===== config.mk =====
export PLATFORM = sky130hd
export DESIGN_NAME = quad_step_counter
export DESIGN_NICKNAME = d
export VERILOG_FILES = /design/src/rtl/quad_step_counter.sv
export SDC_FILE = /design/constraint.sdc
export NUM_CORES = 1
export LEC_CHECK = 0
export ABC_AREA = 1
export CAP_MARGIN = 20
export CORE_MARGIN = 2
export CORE_UTILIZATION = 41
export DETAILED_ROUTE_END_ITERATION = 10
export PLACE_DENSITY = 0.67
export SYNTH_ARGS = -nofsm -noshare
export SYNTH_HDL_FRONTEND = slang
export SYNTH_SLANG_ARGS = --single-unit
export TNS_END_PERCENT = 5

===== constraint.sdc =====
create_clock -name CLK -period 6.8 [get_ports CLK]
set_clock_uncertainty 0.2 [all_clocks]
set_input_delay 0.68 -clock CLK [delete_from_list [all_inputs] [get_ports CLK]]
set_output_delay 0.68 -clock CLK [all_outputs]
set_load 0.02 [all_outputs]

===== src/rtl/quad_step_counter.sv =====
`default_nettype none
// ============================================================================
// quad_step_counter
//   Quadrature decoder with synchronised phase inputs and an up/down counter
//   with clear, load and double-bit error reporting.
//   Optional macro QSC_SATURATE_EN: saturate at 0 / all ones instead of wrap.
//   Revision: 1.0
// ============================================================================
module quad_step_counter #(
  parameter int width       = 8,
  parameter int SYNC_STAGES = 2
) (
  input  logic             CLK,
  input  logic             RST,
  input  logic             QA,
  input  logic             QB,
  input  logic             ClrEn,
  input  logic             LoadEn,
  input  logic [width-1:0] LoadVal,
  output logic [width-1:0] Cnt,
  output logic             DecEn,
  output logic             Step,
  output logic             Err
);

  localparam logic [width-1:0] c_one      = {{(width-1){1'b0}}, 1'b1};
  localparam logic [width-1:0] c_all_ones = {width{1'b1}};

  logic [SYNC_STAGES-1:0] r_sync_a;
  logic [SYNC_STAGES-1:0] r_sync_b;
  logic [SYNC_STAGES-1:0] r_fill;
  logic                   r_init;
  logic [1:0]             r_prev;
  logic [1:0]             w_cur;
  logic                   w_fwd;
  logic                   w_rev;
  logic                   w_dbl;
  logic [width-1:0]       w_cnt_next;

  always_ff @(posedge CLK or posedge RST) begin
    if (RST) begin
      r_sync_a <= '0;
      r_sync_b <= '0;
      r_fill   <= '0;
    end else begin
      r_sync_a <= {r_sync_a[SYNC_STAGES-2:0], QA};
      r_sync_b <= {r_sync_b[SYNC_STAGES-2:0], QB};
      r_fill   <= {r_fill[SYNC_STAGES-2:0], 1'b1};
    end
  end

  assign w_cur = {r_sync_a[SYNC_STAGES-1], r_sync_b[SYNC_STAGES-1]};

  always_comb begin
    w_fwd = 1'b0;
    w_rev = 1'b0;
    w_dbl = 1'b0;
    if (r_init) begin
      case ({r_prev, w_cur})
        4'b00_10, 4'b10_11, 4'b11_01, 4'b01_00: w_fwd = 1'b1;
        4'b00_01, 4'b01_11, 4'b11_10, 4'b10_00: w_rev = 1'b1;
        4'b00_11, 4'b11_00, 4'b10_01, 4'b01_10: w_dbl = 1'b1;
        default: ;
      endcase
    end
  end

  always_comb begin
    w_cnt_next = Cnt;
    if (ClrEn) begin
      w_cnt_next = '0;
    end else if (LoadEn) begin
      w_cnt_next = LoadVal;
    end else if (w_fwd) begin
`ifdef QSC_SATURATE_EN
      if (Cnt != c_all_ones) w_cnt_next = Cnt + c_one;
`else
      w_cnt_next = Cnt + c_one;
`endif
    end else if (w_rev) begin
`ifdef QSC_SATURATE_EN
      if (Cnt != '0) w_cnt_next = Cnt - c_one;
`else
      w_cnt_next = Cnt - c_one;
`endif
    end
  end

  // Decoding arms only once the synchroniser holds post-reset samples, so
  // phases already high at reset release never look like a transition.
  always_ff @(posedge CLK or posedge RST) begin
    if (RST) begin
      r_init <= 1'b0;
      r_prev <= 2'b00;
      Cnt    <= '0;
      DecEn  <= 1'b0;
      Step   <= 1'b0;
      Err    <= 1'b0;
    end else begin
      r_init <= r_init | r_fill[SYNC_STAGES-1];
      r_prev <= w_cur;
      Cnt    <= w_cnt_next;
      Step   <= w_fwd | w_rev;
      Err    <= w_dbl;
      if (w_fwd | w_rev) DecEn <= w_rev;
    end
  end

endmodule
`default_nettype wire


After elaboration in Yosys (flattened, before gate mapping)

Cells that the tools add are included.

Bits of input ports: 14
Output and inout bits: 11
Word-level logic and storage cells: 39
Bits in registers: 20

Bitwise operators: 2
Muxes and demuxes: 10
Reductions and logical operators: 4
Eq/ne operators: 12
Add/subtract/negate cells: 2

Operators with widths:

| operator            | count |
|---|---|
| $mux 8              | 4 |
| $eq 4x4->1 const B  | 6 |
| $eq 4x3->1 const B  | 3 |
| $reduce_or 4->1     | 3 |
| $add 8x1->8 const B | 1 |
| $eq 4x2->1 const B  | 2 |
| $sub 8x1->8 const B | 1 |
| $mux 1              | 6 |
| $eq 4x1->1 const B  | 1 |
| $reduce_bool 4->1   | 1 |
| $or 1x1->1          | 2 |

Depth between registers and ports, before layout

Gate-level depths: netlist of run 1.

Depth after elaboration: 8
Depth in mapped cells: 14
Mapped depth without buffers: 14

Least setup slack after synthesis of run 1

Ideal clock, no wire load.

Path type: register to register
From: register r_sync_a[1]
To: register Cnt[6]
Path buffers: 0
Arrival time: 1.854 ns
Data required time: 6.483 ns
Setup time: 0.117 ns
Period minus slack after synthesis: 2.170 ns
Slack: 4.630 ns
Stages on the path, launching flop included: 12
Cell sequence: dfrtp_1 -> nand2_1 -> inv_1 -> nor2_2 -> nand3_2 -> ha_1 -> a21oi_1 -> or2_2 -> nand4_1 -> nand3_1 -> nand2_1 -> nand2_1

Longest elaborated chain between the ends: 7
Elaborated cells between the ends (all ways): 18
Classes of those cells: 8 x eq/ne; 7 x mux; 3 x reduce/logical

RTL lines:

| what                                     | line | source |
|---|---|---|
| start: declaration                       | 29   | `logic [SYNC_STAGES-1:0] r_sync_a;` |
| start signal: assignment                 | 46   | `r_sync_a <= {r_sync_a[SYNC_STAGES-2:0], QA};` |
| $eq 4x2->1, or another cell as far along | 59   | `case ({r_prev, w_cur})` |
| $reduce_or 4->1                          | 59   |  |
| $mux 1                                   | 59   |  |
| $mux 1                                   | 58   | `if (r_init) begin` |
| $mux 8                                   | 74   | `end else if (w_fwd) begin` |
| $mux 8                                   | 72   | `end else if (LoadEn) begin` |
| $mux 8                                   | 70   | `if (ClrEn) begin` |
| end signal: assignment                   | 102  | `Cnt <= w_cnt_next;` |
| end: declaration                         | 20   | `output logic [width-1:0] Cnt,` |

Parallel ways exist; a longest one is shown, timed or not.
A chain may end at the register's enable or synchronous reset.

Worst setup path in the final report of run 1

Same ends and word-level chain as after synthesis.

==> results of run 1 <==
-- how the worst max path moves through the flow --
stage | startpoint | to | slack [ns] | cells after the start
global placement | r_sync_a[1]$_DFF_PP0_ | Cnt[6]$_DFFE_PP0P_ | 4.52 | 11
CTS | r_sync_a[1]$_DFF_PP0_ | Cnt[6]$_DFFE_PP0P_ | 4.43 | 11
floorplan | r_sync_a[1]$_DFF_PP0_ | Cnt[6]$_DFFE_PP0P_ | 4.63 | 11
finish | r_sync_a[1]$_DFF_PP0_ | Cnt[6]$_DFFE_PP0P_ | 4.45 | 11
global route | r_sync_a[1]$_DFF_PP0_ | Cnt[7]$_DFFE_PP0P_ | 4.12 | 14
detailed placement | r_sync_a[1]$_DFF_PP0_ | Cnt[6]$_DFFE_PP0P_ | 4.44 | 11
-- cell type report --
class,count,area (sq um)
fill,258,1230
multi-input combinational,104,562
sequential,20,500
timing repair buffer,24,240
inverter,17,63.8
tap,31,38.8
clock inverter,1,30.0
clock buffer,3,22.5
-- placed cells by master (no fill, tap or decap) --
cell and n:
nand3b_1 1, mux2i_1 1, xnor2_1 4, a21o_1 1, nand2_1 46, nand3_2 2
conb_1 1, a31oi_1 1, nand3_1 9, o21ai_0 6, fa_1 1, ha_1 7
clkbuf_4 3, clkdlybuf4s50_1 24, inv_1 17, or2_2 2, nand2_2 1, nor3_1 1
nor2_2 1, nand4_1 4, nor2_1 11, bufinv_16 1, dfrtp_1 20, a21oi_1 4
-- per-layer routing --
layer,vias to the layer above,GRT usage
met5,-,0
met4,0,0.0816
met3,4,0.0346
met2,28,0.281
met1,469,0.216
li1,503,-
-- Yosys cell counts, drive strengths merged (2+ instances only) --
cell | n | area share
nand2 | 47 | 0.16
dfrtp | 20 | 0.44
inv | 17 | 0.056
nor2 | 12 | 0.042
nand3 | 11 | 0.058
ha | 7 | 0.078
o21ai | 6 | 0.027
a21oi | 4 | 0.018
nand4 | 4 | 0.022
xnor2 | 4 | 0.031
or2 | 2 | 0.011
-- where the power goes --
part           internal (mW)  switching (mW)  total [mW]
Combinational         0.0605          0.0731       0.134
Sequential             0.131          0.0113       0.142
Clock                 0.0596          0.0403      0.0999
Total                  0.251           0.125       0.376
-- sequential cells by signal, summed over array words and instances (netlist names) --
register / flops
Step: 1
r_fill: 2
DecEn: 1
Cnt: 8
r_prev: 2
Err: 1
r_sync_b: 2
r_sync_a: 2
r_init: 1
-- through the flow --
stage | hold WS [ns] | instance area [sq um] | worst slack (ns) | instances
6_report | 0.164 | 1460 | 4.45 | 200
3_5_place_dp | 0.139 | 1410 | 4.44 | 196
3_3_place_gp | 0.134 | 1410 | 4.52 | 196
5_1_grt | 0.171 | 1460 | 4.12 | 200
2_1_floorplan | 0.131 | 1130 | 4.63 | 142
4_1_cts | 0.167 | 1460 | 4.43 | 200
-- logic make-up (layout without fill, tap and decap cells) --
group                      Yosys count  in the layout  share of synthesized area
buffers and inverters               18             45                     0.0598
xor gates and xnor gates             4              4                     0.0310
other                                1              1                    0.00332
muxes                                1              1                    0.00886
AOI/OAI and AO/OA                   12             12                     0.0565
DFF                                 20             20                      0.443
adders and majority gates            8              8                     0.0952
and+or+nand+nor                     78             78                      0.302
==> run_results.csv, run 1 <==
group,metric,value,unit
routing,wl_per_cell,11.6,um
grt,grt-ovfl-total,0,
placed_design,post-dp-hpwl,1740,um
worst_setup_path,r2r-start,"r_sync_a[1]$_DFF_PP0_",
cells_and_area,finish.net_count,192,
worst_setup_path,rr_worst_depth,11,
timing,final_hold_viol_count,0,
routing,wl_met2,1100,um
worst_setup_path,slowest_delay,0.46,ns
run,drv_cap,0,
routing,antenna_left,0,
timing,worst_pin_slew,0.753,ns
routing,drt-total-wl,2320,um
floorplan,io_pins,25,
floorplan,dieArea,3190,sq um
logic_synthesis,synth_edf_count,0,
cts,cts.sinks,20,
run_status,status,"finished clean",
worst_setup_path,critical_path_arrival,2.37,ns
min_path,min_from,"r_fill[0]$_DFF_PP0_",
floorplan,fp.dieH,56.5,um
worst_setup_path,start_kind,"flip-flop",
worst_setup_path,reg2reg_slack,4.45,ns
routing,viasPerCell,5.02,
routing,drt_iter0_drc,26,
worst_setup_path,path_delay_family,"simple AND/OR/NAND/NOR gates",
placed_design,numPortBuffers,24,
cts,cts_resized,0,
floorplan,core-area,2690,sq um
min_path,min_path_cells,0,
logic_synthesis,netlist_instances,142,
routing,drt_first_pass_iters,4,
floorplan,rows,19,
cts,numCtsBuffers,3,
worst_setup_path,crit_type,"flip-flop to flip-flop",
placed_design,gp_congestion,0.902,
cts,holdBufCountCts,0,
logic_synthesis,synth_nets,164,
cts,clock_path_buffers,2,
min_path,worstHoldPathType,"flip-flop to flip-flop",
worst_setup_path,worstPathMaxFanout,12,
cells_and_area,syn_to_final_growth,29.0,%
worst_setup_path,path_common_cell,"nand2_1",
worst_setup_path,reg2reg_to,"Cnt[6]$_DFFE_PP0P_",
timing,clock.fmax,425,MHz
logic_synthesis,synth_warnings,0,
worst_setup_path,endpoint_kind,"flip-flop",
routing,vias,1004,
cts,cts_tree,"built",
grt,grt_pass1_wl,4160,um
routing,wl_met3,110,um
floorplan,die_w,56.5,um
timing,fin_crit,2.35,ns
cts,cts_max_level,1,
timing,drv_slew,0,
cts,clock_latency,0.31,ns
timing,setup-violations-final,0,
cells_and_area,antenna_cells,0,
logic_synthesis,ys_seq_elements,20,
logic_synthesis,synth_seq_area_share,0.443,
floorplan,start_util,0.421,
cts,cts_root_buf,"clkbuf_4",
grt,grt.total_usage,0.172,
timing,maxSlewHeadroom,0.498,
logic_synthesis,postSynthAreaPerCell,7.96,sq um
worst_setup_path,slowest_stage,"dfrtp_1",
logic_synthesis,ys_dominant_reg_cell,"dfrtp_1",
pwr,power.density,258,nW/um^2
cts,cts.clk_slew.worst_paths,0.12,ns
grt,antenna_found_initial,0,
logic_synthesis,synth_area,1130,sq um
routing,highest_layer,"met4",
pwr,peakVddDrop,0.141,mV
grt,grt_max_degree,21,
pwr,finalPower,0.376,mW
worst_setup_path,cp_cell_sequence,"nand2_1 -> inv_1 -> nor2_2 -> nand3_2 -> ha_1 -> a21oi_1 -> or2_2 -> nand4_1 -> nand3_1 -> nand2_1 -> nand2_1",
timing,finalCritPeriodShare,0.346,
min_path,min_to,"r_fill[1]$_DFF_PP0_",
worst_setup_path,crit_buf_inv,1,
pwr,power.leakage,0.746,nW
cts,cts_setup_buffers,0,
grt,grt_pass1_vias,928,
timing,rsz0062_at_grt,"no",
cells_and_area,finish.utilization,0.543,
timing,setup_tns,0,ns
worst_setup_path,crit_required,6.82,ns
logic_synthesis,ys_types,22,
routing,drcViolationCount,0,
logic_synthesis,synth_async_sr_flop_share,1.00,
cells_and_area,drive_gt1_frac,0.0592,
routing,wirelength_met1,1060,um
(Power assumes the default switching activity.)
==> run 2, diff against run 1 <==
Clock period 6.8 ns to 2.2 ns, I/O delays scaled along.
==> run 2 against run 1 <==
Net effect:
- worst hold slack worse by 0.15 ns
- cell area rose by 10%
- sequential share of layout area shrank 3.1 points
- sequential power grew to 3.1 times the previous value
- first-iteration DRC count fell by 12%
- critical endpoint unchanged
- largest cell class unchanged
==> run_results.csv, run 2 (synthesized netlist as in run 1, its figures left out) <==
group,metric,value,unit
worst_setup_path,start_kind,"flip-flop",
cells_and_area,antenna_cells,0,
cells_and_area,layout_common_cells,"43 x nand2_1, 24 x clkdlybuf4s50_1, 20 x dfrtp_1",
floorplan,fp.dieH,56.5,um
cells_and_area,drive_gt1_frac,0.157,
timing,finalCritPeriodShare,0.983,
worst_setup_path,critical_path_arrival,2.18,ns
pwr,p_int,0.830,mW
cts,cts_tree,"built",
floorplan,die_w,56.5,um
placed_design,numPortBuffers,24,
floorplan,start_util,0.421,
cells_and_area,syn_to_final_growth,41.9,%
timing,setup_slack,0.0368,ns
pwr,combinationalPowerShare,0.398,
routing,vias,1049,
routing,drt-total-wl,2680,um
cells_and_area,largest_reg_flops,8,
cells_and_area,multiInputGateArea,647,sq um
placed_design,place_ws,-0.0149,ns
cts,cts_max_level,1,
pwr,finalPower,1.25,mW
cells_and_area,largest_register,"Cnt",
cts,cts.clk_slew.worst_paths,0.13,ns
cells_and_area,finish.utilization,0.597,
cts,clock_latency,0.31,ns
grt,grt_pass1_vias,1031,
floorplan,dieArea,3190,sq um
run_status,status,"finished clean",
routing,antenna_left,0,
placed_design,gp_congestion,0.901,
cells_and_area,fillCellCount,242,
cells_and_area,finish.net_count,201,
timing,rsz0062_at_grt,"yes",
grt,grt.total_usage,0.171,
pwr,power.density,782,nW/um^2
timing,final_hold_viol_count,0,
pwr,peakVddDrop,0.576,mV
timing,fin_crit,2.16,ns
floorplan,io_pins,25,
pwr,power_frac_seq,0.354,
pwr,p_sw,0.424,mW
routing,viasPerCell,5.02,
floorplan,core-area,2690,sq um
cells_and_area,final_common_cell,"nand2_1",
worst_setup_path,worstPathMaxFanout,5,
routing,drcViolationCount,0,
routing,drt_first_pass_iters,4,
cells_and_area,final-seq-area,500,sq um
grt,grt_max_degree,21,
cts,cts_setup_buffers,0,
cts,clock_path_buffers,2,
floorplan,rows,19,
pwr,switching_share,0.338,
placed_design,post-dp-hpwl,1810,um
pwr,power.leakage,0.791,nW
timing,clock.fmax,462,MHz
cts,numCtsBuffers,3,
routing,drt_iter0_drc,23,
grt,antenna_found_initial,0,
cells_and_area,fin_cells,209,
timing,setup-violations-final,0,
cts,cts.sinks,20,
cts,cts_root_buf,"clkbuf_4",
routing,wl_per_cell,12.8,um
pwr,pwr-share-clk,0.248,
run,drv_cap,0,
timing,whs,0.0110,ns
grt,grt_pass1_wl,4300,um
worst_setup_path,crit_required,2.22,ns
worst_setup_path,endpoint_kind,"flip-flop",
placed_design,placed_cells,204,
worst_setup_path,crit_type,"flip-flop to flip-flop",
min_path,worstHoldPathType,"primary input to asynchronous set/reset pin",
grt,grt-ovfl-total,0,
timing,drv_slew,0,
==> run 2: power by group through the flow <==
stage	Sequential, mW	Combinational [mW]	Clock [mW]
detailed placement	0.447	0.445	0
global route	0.452	0.552	0.330
CTS	0.443	0.463	0.315
global placement	0.446	0.434	0
finish	0.444	0.499	0.310
floorplan	0.480	0.239	0
==> run 2: layout make-up <==
type,instances,area share
clock inverters,1,0.0187
repair buffers,32,0.187
inverters,17,0.0398
flip-flops and latches,20,0.312
multi-input cells,105,0.404
well taps,31,0.0242
clock buffers,3,0.0141
==> run 2: metrics by stage <==
stage / cell area [sq um] / TNS [ns]
after floorplan: 1130 / 0
after CTS: 1550 / 0
final: 1600 / 0
after global routing: 1600 / -0.262
after global placement: 1470 / 0
after detailed placement: 1470 / -0.0220
==> run 2: final timing paths <==
check                                            from               endpoint  slack [ns]  cells after the start
min in group CLK                                   QB  r_sync_b[0]$_DFF_PP0_        0.15                      1
max in group asynchronous                         RST     Cnt[0]$_DFFE_PP0P_        1.58                      3
worst max-delay path            r_sync_a[1]$_DFF_PP0_     Cnt[6]$_DFFE_PP0P_        0.04                     11
worst min-delay path                              RST  r_sync_a[1]$_DFF_PP0_        0.01                      3
worst max register to register  r_sync_a[1]$_DFF_PP0_     Cnt[6]$_DFFE_PP0P_        0.04                     11
worst min register to register  r_sync_b[0]$_DFF_PP0_  r_sync_b[1]$_DFF_PP0_        0.16                      0
==> run 2: worst max-delay path: stages (launching register included) <==
cell	delay, ns
dfrtp_1	0.43
nand2_1	0.08
inv_1	0.06
nor2_4	0.15
nand3_4	0.14
ha_1	0.33
nand2_1	0.08
or2_2	0.33
nand4_1	0.08
nand3_1	0.07
nand2_1	0.08
nand2_1	0.04
==> run 2: per-layer routing <==
| metal | vias to the layer above | track usage | wire [um] |
|---|---|---|---|
| met5 | - | 0 | 0 |
| met4 | 0 | 0.0850 | 39 |
| met3 | 4 | 0.0346 | 128 |
| met2 | 26 | 0.297 | 1390 |
| met1 | 491 | 0.199 | 1120 |
| li1 | 528 | - | - |
==> run 2: what timing repair did <==
item	4_1_cts	5_1_grt
hold buffers	0	0
resized for setup	3	9
setup endpoints to repair	4	6
endpoints found under the hold margin	0	0
pin swaps	0	2
cloned	0	1
